$ cat src/rtl/mem_access_ctrl_if.sv
// Memory-port controller bundle: control FSM request side,
// unified-memory side and captured instruction/data registers.
interface mem_access_ctrl_if;
    logic [31:0] addr;
    logic [31:0] wdata;
    logic        IorD;
    logic        MemRead;
    logic        MemWrite;
    logic        IRWrite;
    logic [31:0] mem_addr;
    logic [31:0] mem_wdata;
    logic        mem_re;
    logic        mem_we;
    logic [31:0] mem_rdata;
    logic        mem_ready;
    logic [31:0] instr;
    logic [31:0] mdr;
    logic        stall;
    logic        done;
    logic        bus_err;
    logic [1:0]  err_status;

    modport master (
        output addr, wdata, IorD, MemRead, MemWrite, IRWrite,
        output mem_rdata, mem_ready,
        input  mem_addr, mem_wdata, mem_re, mem_we,
        input  instr, mdr, stall, done, bus_err, err_status
    );

    modport slave (
        input  addr, wdata, IorD, MemRead, MemWrite, IRWrite,
        input  mem_rdata, mem_ready,
        output mem_addr, mem_wdata, mem_re, mem_we,
        output instr, mdr, stall, done, bus_err, err_status
    );
endinterface

$ cat src/rtl/mem_access_ctrl.sv
// Multicycle memory-port controller behind the IorD mux: one word
// access with wait states, IR/MDR capture, misalign and timeout flags.
module mem_access_ctrl #(
    parameter int TIMEOUT_CYC = 255,
    parameter int CNT_W       = 8
) (
    input logic           clk,
    input logic           reset,
    mem_access_ctrl_if.slave bus
);

    typedef enum logic [1:0] {
        IDLE,
        ACCESS,
        DONE,
        ERR
    } state_t;

    localparam logic [CNT_W-1:0] TMO = CNT_W'(TIMEOUT_CYC);

    state_t           state;
    logic [CNT_W-1:0] cnt;
    logic [31:0]      addr_q;
    logic [31:0]      wdata_q;
    logic             iord_q;
    logic             irw_q;
    logic             re_q;
    logic             we_q;
    logic [31:0]      instr_q;
    logic [31:0]      mdr_q;
    logic             stall_q;
    logic             done_q;
    logic             berr_q;
    logic [1:0]       err_q;

    logic req_any;
    logic req_ok;

    assign req_any = bus.MemRead | bus.MemWrite;
    assign req_ok  = (bus.MemRead ^ bus.MemWrite)
                   && (bus.addr[1:0] == 2'b00);

    // Strobes are gated by reset so they fall in the reset cycle itself.
    assign bus.mem_re     = re_q & ~reset;
    assign bus.mem_we     = we_q & ~reset;
    assign bus.mem_addr   = addr_q;
    assign bus.mem_wdata  = wdata_q;
    assign bus.instr      = instr_q;
    assign bus.mdr        = mdr_q;
    assign bus.stall      = stall_q;
    assign bus.done       = done_q;
    assign bus.bus_err    = berr_q;
    assign bus.err_status = err_q;

    always_ff @(posedge clk) begin
        if (reset) begin
            state   <= IDLE;
            cnt     <= '0;
            addr_q  <= '0;
            wdata_q <= '0;
            iord_q  <= 1'b0;
            irw_q   <= 1'b0;
            re_q    <= 1'b0;
            we_q    <= 1'b0;
            instr_q <= '0;
            mdr_q   <= '0;
            stall_q <= 1'b0;
            done_q  <= 1'b0;
            berr_q  <= 1'b0;
            err_q   <= 2'b00;
        end else begin
            done_q <= 1'b0;
            berr_q <= 1'b0;
            unique case (state)
                IDLE: begin
                    if (req_ok) begin
                        addr_q  <= bus.addr;
                        wdata_q <= bus.wdata;
                        iord_q  <= bus.IorD;
                        irw_q   <= bus.IRWrite;
                        re_q    <= bus.MemRead;
                        we_q    <= bus.MemWrite;
                        cnt     <= '0;
                        stall_q <= 1'b1;
                        state   <= ACCESS;
                    end else if (req_any) begin
                        err_q[0] <= 1'b1;
                        berr_q   <= 1'b1;
                        state    <= ERR;
                    end
                end
                ACCESS: begin
                    // A ready on the final counted cycle still completes.
                    if (bus.mem_ready) begin
                        if (re_q && iord_q) begin
                            mdr_q <= bus.mem_rdata;
                        end else if (re_q && irw_q) begin
                            instr_q <= bus.mem_rdata;
                        end
                        re_q    <= 1'b0;
                        we_q    <= 1'b0;
                        stall_q <= 1'b0;
                        done_q  <= 1'b1;
                        state   <= DONE;
                    end else if (cnt == TMO) begin
                        err_q[1] <= 1'b1;
                        re_q     <= 1'b0;
                        we_q     <= 1'b0;
                        stall_q  <= 1'b0;
                        berr_q   <= 1'b1;
                        state    <= ERR;
                    end else begin
                        cnt <= cnt + 1'b1;
                    end
                end
                DONE: begin
                    state <= IDLE;
                end
                ERR: begin
                    state <= IDLE;
                end
                default: begin
                    state <= IDLE;
                end
            endcase
        end
    end

endmodule

$ cat src/flat_wrapper.sv
// flat-port wrapper written by rule: the top's interface ports become plain ports
module mem_access_ctrl_flat 
#(
    parameter int TIMEOUT_CYC = 255,
    parameter int CNT_W       = 8
)
  (clk, reset, bus_addr, bus_wdata, bus_IorD, bus_MemRead, bus_MemWrite, bus_IRWrite, bus_mem_rdata, bus_mem_ready, bus_mem_addr, bus_mem_wdata, bus_mem_re, bus_mem_we, bus_instr, bus_mdr, bus_stall, bus_done, bus_bus_err, bus_err_status);
  mem_access_ctrl_if bus_i ();
  input logic clk;
  input logic reset;
  input wire logic [$bits(bus_i.addr)-1:0] bus_addr;
  input wire logic [$bits(bus_i.wdata)-1:0] bus_wdata;
  input wire logic [$bits(bus_i.IorD)-1:0] bus_IorD;
  input wire logic [$bits(bus_i.MemRead)-1:0] bus_MemRead;
  input wire logic [$bits(bus_i.MemWrite)-1:0] bus_MemWrite;
  input wire logic [$bits(bus_i.IRWrite)-1:0] bus_IRWrite;
  input wire logic [$bits(bus_i.mem_rdata)-1:0] bus_mem_rdata;
  input wire logic [$bits(bus_i.mem_ready)-1:0] bus_mem_ready;
  output wire logic [$bits(bus_i.mem_addr)-1:0] bus_mem_addr;
  output wire logic [$bits(bus_i.mem_wdata)-1:0] bus_mem_wdata;
  output wire logic [$bits(bus_i.mem_re)-1:0] bus_mem_re;
  output wire logic [$bits(bus_i.mem_we)-1:0] bus_mem_we;
  output wire logic [$bits(bus_i.instr)-1:0] bus_instr;
  output wire logic [$bits(bus_i.mdr)-1:0] bus_mdr;
  output wire logic [$bits(bus_i.stall)-1:0] bus_stall;
  output wire logic [$bits(bus_i.done)-1:0] bus_done;
  output wire logic [$bits(bus_i.bus_err)-1:0] bus_bus_err;
  output wire logic [$bits(bus_i.err_status)-1:0] bus_err_status;
  assign bus_i.addr = bus_addr;
  assign bus_i.wdata = bus_wdata;
  assign bus_i.IorD = bus_IorD;
  assign bus_i.MemRead = bus_MemRead;
  assign bus_i.MemWrite = bus_MemWrite;
  assign bus_i.IRWrite = bus_IRWrite;
  assign bus_i.mem_rdata = bus_mem_rdata;
  assign bus_i.mem_ready = bus_mem_ready;
  assign bus_mem_addr = bus_i.mem_addr;
  assign bus_mem_wdata = bus_i.mem_wdata;
  assign bus_mem_re = bus_i.mem_re;
  assign bus_mem_we = bus_i.mem_we;
  assign bus_instr = bus_i.instr;
  assign bus_mdr = bus_i.mdr;
  assign bus_stall = bus_i.stall;
  assign bus_done = bus_i.done;
  assign bus_bus_err = bus_i.bus_err;
  assign bus_err_status = bus_i.err_status;
  mem_access_ctrl #(.TIMEOUT_CYC(TIMEOUT_CYC), .CNT_W(CNT_W)) u_core (.clk(clk), .reset(reset), .bus(bus_i));
endmodule
$ cat config.mk
export PLATFORM = sky130hd
export DESIGN_NAME = mem_access_ctrl_flat
export DESIGN_NICKNAME = d
export VERILOG_FILES = /design/src/rtl/mem_access_ctrl_if.sv /design/src/rtl/mem_access_ctrl.sv /design/src/flat_wrapper.sv
export SDC_FILE = /design/constraint.sdc
export NUM_CORES = 1
export LEC_CHECK = 0
export ABC_AREA = 1
export BUFFER_PORTS_ARGS = -buffer_cell sky130_fd_sc_hd__buf_2
export CAP_MARGIN = 10
export CORE_MARGIN = 2
export CORE_UTILIZATION = 45
export CTS_CLUSTER_SIZE = 30
export DETAILED_ROUTE_END_ITERATION = 6
export PLACE_DENSITY_LB_ADDON = 0.1
export SLEW_MARGIN = 25
export SYNTH_ARGS = -nofsm -noshare
export SYNTH_HDL_FRONTEND = slang
export SYNTH_SLANG_ARGS = --single-unit
$ cat constraint.sdc
create_clock -name clk -period 2.2 [get_ports clk]
set_clock_uncertainty 0.15 [all_clocks]
set_input_delay 0.33 -clock clk [delete_from_list [all_inputs] [get_ports clk]]
set_output_delay 0.33 -clock clk [all_outputs]
set_load 0.01 [all_outputs]
* Word-level counts from Yosys, hierarchy flattened
Index checks and enable logic that the tools add are counted. Widths: inputs -> output; s select.
Word-level totals: word-level logic and storage cells 73, bits of input ports 103, output and inout bits 135, register bits 147
Operators by class: bitwise logic cells 9, add/sub/neg operators 1, multiplexer cells 23, reduce and logical (&&, ||, !) cells 16, equality and inequality tests 9
Operator list (number):
- $mux 8 | 3
- $pmux 8 s2 | 1
- $reduce_and 3->1 | 4
- $mux 1 | 10
- $add 8x1->8 const B | 1
- $eq 8x8->1 const B | 1
- $mux 2 | 4
- $pmux 1 s2 | 4
- $reduce_and 4->1 | 2
- $pmux 2 s3 | 1
- $not 1->1 | 5
- $eq 2x2->1 const B | 2
- $logic_not 2->1 | 2
- $ne 2x2->1 const B | 2
- $reduce_and 2->1 | 2
- $reduce_or 2->1 | 2
- $logic_and 1x1->1 | 3
- $ne 3x1->1 const B | 1
- $ne 3x2->1 const B | 1
- $and 1x1->1 | 2
- $eq 2x1->1 const B | 1
- $ne 2x1->1 const B | 1
- $reduce_bool 2->1 | 1
- $or 1x1->1 | 1
- $xor 1x1->1 | 1

* Longest topological paths before layout
word-level depth 4, gate-level depth with buffers 10

* Worst setup path after synthesis
No wires, ideal clock.
kind input -> register, from input port bus_MemWrite, to register u_core.addr_q[24], in the netlist u_core.bus.mem_addr[24], slack 671 ps, arrival 1246 ps, stages 7, data required time 1918 ps, path buffers 2, cells stage by stage inv_1 ha_1 nand3_2 buf_4 buf_4 nand2_1 a21oi_1
On the way: longest elaborated chain between the ends 3
RTL lines:
- start: declaration | RTL line flat_wrapper.sv:15 | input wire logic [$bits(bus_i.MemWrite)-1:0] bus_MemWrite;
- $xor 1x1->1 | RTL line mem_access_ctrl.sv:40 | assign req_ok = (bus.MemRead ^ bus.MemWrite)
- $logic_and 1x1->1 | RTL line mem_access_ctrl.sv:41 | && (bus.addr[1:0] == 2'b00);
- $reduce_and 2->1 (no line)
- end signal: assignment | RTL line mem_access_ctrl.sv:77 | addr_q <= bus.addr;
- end: declaration | RTL line mem_access_ctrl.sv:23 | logic [31:0] addr_q;
No other way between the ends. A chain may end at the register's enable or synchronous reset.

* Final worst setup path
from input port bus_mem_ready, to register u_core.mdr_q[25], in the netlist u_core.bus.mdr[25]
On the way: longest elaborated chain between the ends 1
RTL lines:
- start: declaration | RTL line flat_wrapper.sv:18 | input wire logic [$bits(bus_i.mem_ready)-1:0] bus_mem_ready;
- $reduce_and 3->1 (no line)
- end signal: assignment | RTL line mem_access_ctrl.sv:96 | mdr_q <= bus.mem_rdata;
- end: declaration | RTL line mem_access_ctrl.sv:30 | logic [31:0] mdr_q;
No other way between the ends.

==> results.sh <==
export IMPL_die_x_um=114
export IMPL_clock_sinks=147
export IMPL_die_h_um=114
export IMPL_wire_per_inst_um=13.5
export IMPL_io_buffers=237
export IMPL_vdd_drop_max_mv=0.497
export IMPL_worstSetupEndpointType="register"
export IMPL_post_dp_hpwl_um=10500
export IMPL_drive_gt1_share_pct=30.6
export IMPL_antenna_found_initial=0
export IMPL_row_count=40
export IMPL_relSlewSlack_pct=68.1
export IMPL_syn_avg_cell_area_sq_um=7.80
export IMPL_io_pins=238
export IMPL_utilization_pct=62.6
export IMPL_cts_tree="yes"
export IMPL_vias=5405
export IMPL_synthTopCellsByArea="dfxtp_1, nand2_1, nor2_1"
export IMPL_worstPathArrival_ns=2.02
export IMPL_maxCapViolCount=0
export IMPL_start_kind="input port"
export IMPL_hold_viol_final=0
export IMPL_final_fill_count=1085
export IMPL_synth_top_area_cell="dfxtp_1"
export IMPL_clk_path_buf_depth=2
export IMPL_syn_inst=696
export IMPL_grt_pass1_vias=4997
export IMPL_place_area_sq_um=6680
export IMPL_start_util_pct=45.6
export IMPL_min_path_type="input port to register"
export IMPL_tightest_slew_ns=0.478
export IMPL_fin_nets=1049
export IMPL_ant_nets=0
export IMPL_drt_wl_total_um=14900
export IMPL_drt_pass1_iter_count=4
export IMPL_rsz0062_at_grt="false"
export IMPL_clk_pin_slew_ns=0.06
export IMPL_grt_max_degree=69
export IMPL_overflow=0
export IMPL_cts_made_buffers=17
export IMPL_drv_slew=0
export IMPL_drtIter0Drc=380
export IMPL_seq_area_sq_um=2940
export IMPL_clock_latency_ns=0.41
export IMPL_cts_setup_buffers=0
export IMPL_p_leak_nw=3.43
export IMPL_grt_usage_pct=23.2
export IMPL_period_share_pct=84.9
export IMPL_clockRootBuffer="clkbuf_16"
export IMPL_htreeDepth=4
export IMPL_seq_area_frac_synth_pct=54.2
export IMPL_syn_nets=801
export IMPL_yosysWarnings=0
export IMPL_drc=0
export IMPL_core_sq_um=11900
export IMPL_max_freq_mhz=536
export IMPL_diodes=0
export IMPL_setup_viol=0
export IMPL_die_area_sq_um=13000
export IMPL_synth_top_area_share_pct=54.2
export IMPL_crit_required_ns=2.35
export IMPL_via_per_inst=4.91
export IMPL_min_period_ns=1.87
export IMPL_multi_input_comb_area_sq_um=2140
export IMPL_crit_type="input port to register"
export IMPL_synthesis_area_sq_um=5430
export IMPL_path_max_fanout=32
export IMPL_area_growth_pct=37.4
export IMPL_cellPowerDensity_nw_per_um2=803
export IMPL_synth_cell_types=30
export IMPL_finalPower_mw=5.99
export IMPL_grt_pass1_wl_um=23800
export IMPL_status="completed"
export IMPL_gp_congestion=0.801
export IMPL_ys_seq_elements=147
export IMPL_fin_setup_tns_ns=0
export IMPL_fin_area_sq_um=7460
==> metrics by stage <==
step,std cells,hold WS (ns),setup slack [ns]
3_5_place_dp,1050,0.270,0.301
5_1_grt,1101,0.00664,0.177
3_3_place_gp,1050,0.266,0.343
6_report,1101,0.0116,0.333
2_1_floorplan,696,0.271,0.671
4_1_cts,1101,0.0000461,0.325
==> path summary, 6_finish.rpt <==
path | end | slack, ns | from | cells after the start
worst max-delay path | u_core.bus.mdr[25] | 0.33 | bus_mem_ready | 8
worst min-delay path | u_core.bus.mem_addr[14] | 0.01 | bus_addr[14] | 3
worst max register to register | u_core.bus.instr[20] | 0.50 | u_core.state[0] | 6
worst min register to register | u_core.bus.mem_addr[1] | 0.28 | u_core.bus.mem_addr[1] | 2
==> flip-flops by register name, summed over array words and instances (netlist names) <==
signal and count:
u_core.bus.instr 32, u_core.bus.mdr 32, u_core.bus.mem_addr 32, u_core.bus.mem_wdata 32
u_core.cnt 8, u_core.bus.err_status 2, u_core.state 2, u_core.bus.bus_err 1
u_core.bus.done 1, u_core.bus.stall 1, u_core.iord_q 1, u_core.irw_q 1
u_core.re_q 1, u_core.we_q 1
==> layout by cell type, fill, tap and decap left out, types with 3 or more instances in the layout <==
cell type | netlist | final
clkbuf_1 | 13 | 4
o21ai_0 | 55 | 55
buf_2 | 4 | 237
clkbuf_8 | 0 | 3
o21ai_1 | 14 | 14
a21oi_1 | 69 | 69
clkinv_2 | 2 | 4
nor3_1 | 3 | 3
nand2_4 | 3 | 3
nor2_1 | 154 | 154
buf_4 | 11 | 7
dlygate4sd3_1 | 0 | 22
nand2_1 | 162 | 162
nand3_1 | 9 | 9
inv_2 | 3 | 4
clkbuf_16 | 0 | 17
dfxtp_1 | 147 | 147
inv_1 | 17 | 16
buf_12 | 0 | 4
==> final cells by class <==
type                       count  area share (%)
inverter                      23            1.22
sequential                   147            39.5
multi-input combinational    485            28.7
clock inverter                 5            1.04
tap                          147            2.47
clock buffer                  24            6.46
timing repair buffer         270            20.6
==> cells by family (layout without fill, tap and decap cells) <==
group,Yosys count,count (layout),synth area share (%)
flip-flops,147,147,54.2
buffers and inverters,64,322,6.34
AO/OA/AOI/OAI,141,141,13.1
adder cells (fa/ha/maj),2,2,0.461
AND/OR/NAND/NOR,342,342,25.9
==> synthesized netlist by cell type (all sizes together) <==
cell type	n
nand2	167
nor2	157
dfxtp	147
a21oi	69
o21ai	69
buf	22
inv	21
clkbuf	19
nand3	12
nand4	3
nor3	3
clkinv	2
ha	2
a211oi	1
o21a	1
o21bai	1
==> routing by layer <==
metal	wire length, um	part of all wire [%]	global-route usage, %	vias up
met5	0	0	0	-
met3	1230	8.2	8.24	26
li1	-	-	-	2719
met4	389	2.6	9.35	0
met2	6940	47	38.0	218
met1	6330	43	27.8	2442
==> worst max-delay path, cell delays in order <==
cell and delay [ns]:
dlygate4sd3_1 0.53, buf_2 0.14, inv_1 0.18, nor2_8 0.08, nand3_4 0.06, clkinv_2 0.38, nor2_1 0.24, nor2_1 0.06
==> timing repair <==
action / in CTS / in global routing
hold buffers: 22 / 0
resized for setup: 0 / 0
endpoints found under the hold margin: 22 / 0
==> where the power goes <==
group	internal (mW)	total [mW]	leakage (nW)	switching (mW)
clock	1.74	2.75	0.272	1.01
sequential	2.72	2.76	1.19	0.0361
combinational	0.208	0.479	1.97	0.272
total	4.66	5.99	3.43	1.32
(Power assumes the default switching activity.)
